### config.mk
export PLATFORM = sky130hd
export DESIGN_NAME = pipe_stage_ctrl
export DESIGN_NICKNAME = d
export VERILOG_FILES = /design/src/rtl/pipe_stage_ctrl.sv
export SDC_FILE = /design/constraint.sdc
export NUM_CORES = 1
export LEC_CHECK = 0
export BUFFER_PORTS_ARGS = -buffer_cell sky130_fd_sc_hd__buf_2
export CORE_MARGIN = 1
export CORE_UTILIZATION = 40
export CTS_BUF_LIST = sky130_fd_sc_hd__clkbuf_4
export CTS_CLUSTER_DIAMETER = 60
export DETAILED_ROUTE_END_ITERATION = 6
export PLACE_DENSITY = 0.77
export SYNTH_ARGS = -nofsm -noshare
export SYNTH_HDL_FRONTEND = slang
export SYNTH_SLANG_ARGS = --single-unit
### constraint.sdc
create_clock -name clk -period 1.4 [get_ports clk]
set_input_delay 0.21 -clock clk [delete_from_list [all_inputs] [get_ports clk]]
set_output_delay 0.21 -clock clk [all_outputs]
set_load 0.03 [all_outputs]
### src/rtl/pipe_stage_ctrl.sv
// Pipeline stage controller: per-stage load/clear enables with backpressure,
// bubble collapse and partial flush that blocks the input for a fixed window.

module pipe_stage_slot (
  input  logic clk,
  input  logic reset,
  input  logic kill,
  input  logic en,
  input  logic src_valid,
  output logic valid
);
  always_ff @(posedge clk or negedge reset) begin
    if (!reset)    valid <= 1'b0;
    else if (kill) valid <= 1'b0;
    else if (en)   valid <= src_valid;
  end
endmodule

module pipe_stage_ctrl #(
  parameter int STAGES       = 4,
  parameter int FLUSH_CYCLES = 2
) (
  input  logic              clk,
  input  logic              reset,
  input  logic              in_valid,
  output logic              in_ready,
  input  logic [STAGES-1:0] stall_req,
  input  logic [STAGES-1:0] flush_req,
  input  logic              out_ready,
  output logic              out_valid,
  output logic [STAGES-1:0] en,
  output logic [STAGES-1:0] clr,
  output logic [STAGES-1:0] valid,
  output logic              flushing
);
  localparam int CW = $clog2(FLUSH_CYCLES + 1);

  typedef enum logic {RUN, FLUSH} state_t;

  state_t            state;
  logic [CW-1:0]     cnt;
  logic [STAGES-1:0] hold, kill, src_valid;
  logic              rdy, any_flush, blk;

  assign any_flush = |flush_req;

  // Backpressure walks from the output toward stage 0; an empty stage absorbs it.
  always_comb begin
    hold      = '0;
    kill      = '0;
    src_valid = '0;
    blk       = ~out_ready;
    for (int i = STAGES - 1; i >= 0; i--) begin
      hold[i] = stall_req[i] | (valid[i] & blk);
      blk     = hold[i];
      kill[i] = |(flush_req >> i);
    end
    rdy          = (state == RUN) & ~hold[0] & ~any_flush;
    src_valid[0] = in_valid & rdy;
    for (int i = 1; i < STAGES; i++)
      src_valid[i] = valid[i-1] & ~hold[i-1];
  end

  assign en        = ~hold;
  assign clr       = reset ? (kill | (en & ~src_valid)) : '1;
  assign in_ready  = reset & rdy;
  assign out_valid = valid[STAGES-1];
  assign flushing  = (state == FLUSH);

  for (genvar g = 0; g < STAGES; g++) begin : g_slot
    pipe_stage_slot u_slot (
      .clk       (clk),
      .reset     (reset),
      .kill      (kill[g]),
      .en        (en[g]),
      .src_valid (src_valid[g]),
      .valid     (valid[g])
    );
  end

  // Any flush request (re)arms the window; leaving FLUSH happens as the count hits zero.
  always_ff @(posedge clk or negedge reset) begin
    if (!reset) begin
      state <= RUN;
      cnt   <= '0;
    end else if (any_flush) begin
      state <= FLUSH;
      cnt   <= CW'(FLUSH_CYCLES);
    end else if (state == FLUSH) begin
      if (cnt <= CW'(1)) begin
        state <= RUN;
        cnt   <= '0;
      end else begin
        cnt <= cnt - CW'(1);
      end
    end
  end
endmodule
## Word-level counts from Yosys, hierarchy flattened

Index checks and enable logic that the tools add are counted.

- Input bits: 12
- Register bits after elaboration: 7
- Output and inout port bits: 15
- Logic and storage cells: 56

- Bitwise gates (word level): 25
- Add/subtract/negate cells: 1
- $lt $le $gt $ge: 1
- Mux-type cells: 15
- Reductions and logical operators: 8

Operators by type and width:

| cell | number |
|---|---|
| 1-bit AND | 11 |
| 1-bit 2-to-1 mux | 11 |
| 2-bit nonzero test | 5 |
| 4-bit NOT | 2 |
| 2-bit 2-to-1 mux | 3 |
| 1-bit NOT | 6 |
| 4-bit AND | 1 |
| 4-bit 2-to-1 mux | 1 |
| 1-bit OR | 4 |
| 4-bit OR | 1 |
| 4-bit OR reduction | 1 |
| 3-bit OR reduction | 1 |
| 2-bit by 1-bit <= comparator with 1-bit output, second input constant | 1 |
| 2-bit OR reduction | 1 |
| 2-bit by 1-bit subtractor with 2-bit output, second input constant | 1 |

## Depth between registers and ports, before layout

- Depth in word-level cells: 17
- Gate-level depth with buffers: 4
- Mapped depth without buffers: 4

## Hierarchy

A second synthesis with hierarchy kept.

- Cell total of the unflattened synthesis: 62
- Area total of the unflattened synthesis: 515.5 um^2

Modules (own cells, without submodules):

| module | sequential area each (um^2) | cells an instance | area each (um^2) | times used |
|---|---|---|---|---|
| pipe_stage_ctrl | 75.1 | 50 | 360.3 | 1 |
| pipe_stage_slot | 25.0 | 3 | 38.8 | 4 |

## Worst setup path before layout

No wires, ideal clock.

- Path type: flip-flop to output port
- From: reg g_slot[3].u_slot.valid
- To: out clr[3]
- Required time: 1190 ps
- Data arrival time: 1962 ps
- Slack: -772 ps
- Cell stages (with the launch flop): 3
- Buffers on the path: 0
- Path through: dfrtp_1 -> and2b_1 -> o311ai_0

- Cells in the longest elaborated chain, start to end: 10
- Elaborated cells between the ends (all ways): 11
- Those cells by class: mux: 1; bitwise: 10

Ends and longest elaborated chain:

| element | line | source |
|---|---|---|
| start: declaration | 10 | `output logic valid` |
| start signal: assignment | 15 | `else if (en) valid <= src_valid;` |
| 1-bit AND * | 54 | `hold[i] = stall_req[i] \| (valid[i] & blk);` |
| 1-bit OR * | 54 |  |
| 1-bit AND | 54 |  |
| 1-bit OR | 54 |  |
| 1-bit NOT | 61 | `src_valid[i] = valid[i-1] & ~hold[i-1];` |
| 1-bit AND | 61 |  |
| 4-bit NOT | 65 | `assign clr = reset ? (kill \| (en & ~src_valid)) : '1;` |
| 4-bit AND * | 65 |  |
| 4-bit OR * | 65 |  |
| 4-bit 2-to-1 mux * | 65 |  |
| end: declaration | 32 | `output logic [STAGES-1:0] clr,` |

Every way passes the cells marked *; elsewhere a longest branch is shown, timed or not.

## Final worst setup path

- From: reg g_slot[3].u_slot.valid
- To: out clr[0]

- Cells in the longest elaborated chain, start to end: 16
- Elaborated cells between the ends (all ways): 17
- Those cells by class: mux: 1; bitwise: 16

Ends and longest elaborated chain:

| element | line | source |
|---|---|---|
| 1-bit AND * | 54 |  |
| 1-bit OR * | 54 |  |
| 1-bit AND * | 54 |  |
| 1-bit OR * | 54 |  |
| 1-bit AND * | 54 |  |
| 1-bit OR * | 54 |  |
| 1-bit AND * | 54 |  |
| 1-bit OR * | 54 |  |
| 1-bit NOT | 58 | `rdy = (state == RUN) & ~hold[0] & ~any_flush;` |
| 1-bit AND (2 in series) | 58 |  |
| 1-bit AND | 59 | `src_valid[0] = in_valid & rdy;` |
| 4-bit NOT | 65 |  |
| 4-bit AND * | 65 |  |
| 4-bit OR * | 65 |  |
| 4-bit 2-to-1 mux * | 65 |  |

Marks and branches as above.

==> metrics.csv <==
stage,metric,value,unit
synthesis,count of cell types in the netlist,29,
detailed_routing,ANT nets after route,0,
worst_setup_path,CP max FO,4,
floorplanning,FP Rows,13,
floorplanning,I/O pin cnt,27,
grt,largest net degree at the start of global routing,8,
power,P per Cell Area,581.7,mW/mm2
place,Routability Congestion,0.7265,
worst_setup_path,CP arrival,1.50,ns
synthesis,Synthesized Nets,77,
grt,first-pass GRT wire length,2228,um
place,cell count after placement,110,
worst_setup_path,CP Class,flip-flop to output pin,
place,post-DP HPWL,1143,um
synthesis,Yosys Warn Count,0,
timing,Tmin final,1.712,ns
detailed_routing,DRT iter0 DRCs,4,
detailed_routing,vias per cell,5.235,
final_layout,final core occ,70.45,%
floorplanning,Initial Utilization,43.62,%
cts,clock latency on the worst-skew pair,0.25,ns
floorplanning,die height,40.14,um
synthesis,post-synthesis cell count,65,
worst_setup_path,CP Cell Sequence,and2b_2 -> o221a_4 -> buf_6 -> o21ai_2 -> buf_6,
place,I/O Buffers,26,
worst_setup_path,critical path capture point type,output pin,
synthesis,synthesized area per cell,8.951,um2
final_layout,Nets,117,
detailed_routing,routed wire length,1529,um
floorplanning,die width,40.14,um
worst_setup_path,CP Buf/Inv Count,2,
final_layout,"commonest cells after routing, fill and taps aside","17 x buf_2, 17 x buf_4, 8 x buf_6",
worst_setup_path,CP max-delay cell,dfrtp_2,
timing,unrepaired setup endpoints after global routing,yes,
worst_setup_path,cell family with most CP delay,flip-flops,
final_layout,layout cells sized above 1,60.58,%
timing,setup slack after layout,-0.3121,ns
cts,root buf cell,clkbuf_4,
synthesis,"Seq/Total Area, Yosys",30.11,%
final_layout,# diodes,0,
grt,total gr overflow,0,
synthesis,Area contributors post-synth,"dfrtp_1 30%, buf_4 10%, nor2b_1 5.4%",
timing,Worst Hold Margin,0.1843,ns
timing,slew margin rel.,76.79,%
grt,initial antenna violation count,0,
floorplanning,die area,0.001611,mm2
synthesis,Mapped Area,581.8,um2
final_layout,FILL cells,110,
power,VDD IR max,0.4463,mV
synthesis,share of the synthesized area in the top cell type,30.11,%
detailed_routing,DR DRC count,0,
synthesis,#FFs+latches synth,7,
timing,endpoints failing setup,10,
cts,Num CTS Buffers,3,
cts,CTS max path bufs,2,
timing,fmax,0.5841,GHz
floorplanning,core area,0.001334,mm2
power,Lkg Pwr,0.0004499,uW
worst_setup_path,CP most frequent cell,buf_6,
worst_setup_path,WP data required,1.19,ns
cts,CTS Sinks,7,
cts,"CTS clk-pin slew, worst paths",0.06,ns
run_status,outcome,"complete, but fails checks",
worst_setup_path,Worst setup SP type,flip-flop,
timing,Post-Route Skew,0.004157,ns
detailed_routing,average wire per standard cell,12.85,um
grt,Total Routing Usage GR,21.05,%
cts,CTS tree,done,
grt,vias in the first global route,554,
timing,fin crit share,122.3,%
detailed_routing,Pre-antenna DRT Iters,4,
detailed_routing,via count,623,
run_status,failing checks,setup timing,
timing,Slew @ Worst Pin,0.3471,ns
worst_setup_path,Register-to-Register Setup Slack,-0.06,ns
run,max_cap viols,0,
worst_hold_path,HP Class,input pin to flip-flop,
worst_setup_path,"slowest stage delay, CP",0.40,ns
timing,"Slew Viols, Final",0,
timing,Fin. Hold Viols,0,
cts,CTS H-tree lvls,1,
final_layout,synth-to-layout area growth,61.51,%
synthesis,post-synth top area cell,dfrtp_1,
final_layout,Finished Layout Cells,119,
==> Yosys cell counts <==
cell type / number
a211oi_1: 1
a21o_1: 1
a21oi_1: 3
and2_1: 1
and2b_1: 1
buf_4: 8
dfrtp_1: 7
inv_1: 5
mux2i_1: 1
nand2_1: 3
nand2b_1: 2
nand3_1: 1
nor2_1: 4
nor2b_1: 5
nor3_1: 1
nor3b_1: 3
nor3b_2: 1
nor4_2: 1
o2111a_1: 1
o21ai_0: 5
o21ai_1: 2
o21ba_1: 1
o221a_4: 1
o22a_2: 1
o311a_1: 1
o311ai_0: 1
o311ai_4: 1
or2_4: 1
or3_1: 1
==> timing repair <==
| action | in CTS | in global routing |
|---|---|---|
| hold buffers | 1 | 0 |
| endpoints found under the setup margin | 9 | 9 |
| setup buffers | 1 | 3 |
| endpoints found under the hold margin | 7 | 0 |
| pin swaps | 5 | 1 |
| gates cloned | 0 | 0 |
| resized for setup | 19 | 4 |
==> logic make-up after synthesis <==
kind of cell	count (synthesis)	synth area share, %
DFF	7	30.11
AOI/OAI and AO/OA	19	27.74
and+or+nand+nor	25	26.88
buffers and inverters	13	13.55
muxes	1	1.720
==> metrics by stage <==
step | cell area, um2 | power [uW] | setup WS [ns] | TNS, ns
2_1_floorplan | 619.3 | 268.6 | -0.2234 | -0.6693
3_3_place_gp | 798.3 | 319.6 | -0.1260 | -0.3161
3_5_place_dp | 798.3 | 321.4 | -0.1413 | -0.3983
4_1_cts | 902.1 | 549.1 | -0.3409 | -2.107
5_1_grt | 939.7 | 569.9 | -0.3590 | -2.754
6_report | 939.7 | 546.6 | -0.3121 | -2.244
==> where the power goes <==
| part | total [uW] | switching [uW] | internal (uW) |
|---|---|---|---|
| combinational | 136 | 70.2 | 65.7 |
| clock | 206 | 77.5 | 128 |
| sequential | 205 | 0.887 | 204 |
| total | 547 | 149 | 398 |
==> final timing paths <==
path / start / to / cells after the start
worst max-delay path: g_slot[3].u_slot.valid / clr[0] / 5
worst min-delay path: flush_req[2] / g_slot[2].u_slot.valid / 2
worst max register to register: g_slot[3].u_slot.valid / g_slot[1].u_slot.valid / 8
worst min register to register: cnt[1] / cnt[1] / 2
max in group asynchronous: reset / flushing / 3
min in group asynchronous: reset / g_slot[2].u_slot.valid / 3
==> routing by layer <==
metal / GRT usage, % / routed length (um)
met5: 0 / 0
met4: 12.07 / 0
met3: 3.889 / 110
met2: 36.29 / 760
met1: 23.97 / 658
==> flip-flops by register name (all words and copies together), names as in the netlist <==
register and cells:
flushing 1, cnt 2, g_slot.u_slot.valid 4
==> layout make-up <==
cell class | instances | area [um2] | share of cell area, %
repair buffers | 43 | 312.8 | 33.29
multi-input cells | 45 | 381.6 | 40.61
inverters | 5 | 18.77 | 1.997
flip-flops and latches | 7 | 177.7 | 18.91
well taps | 15 | 18.77 | 1.997
clock buffers | 4 | 30.03 | 3.196
Power figures use the tool's default switching activity.
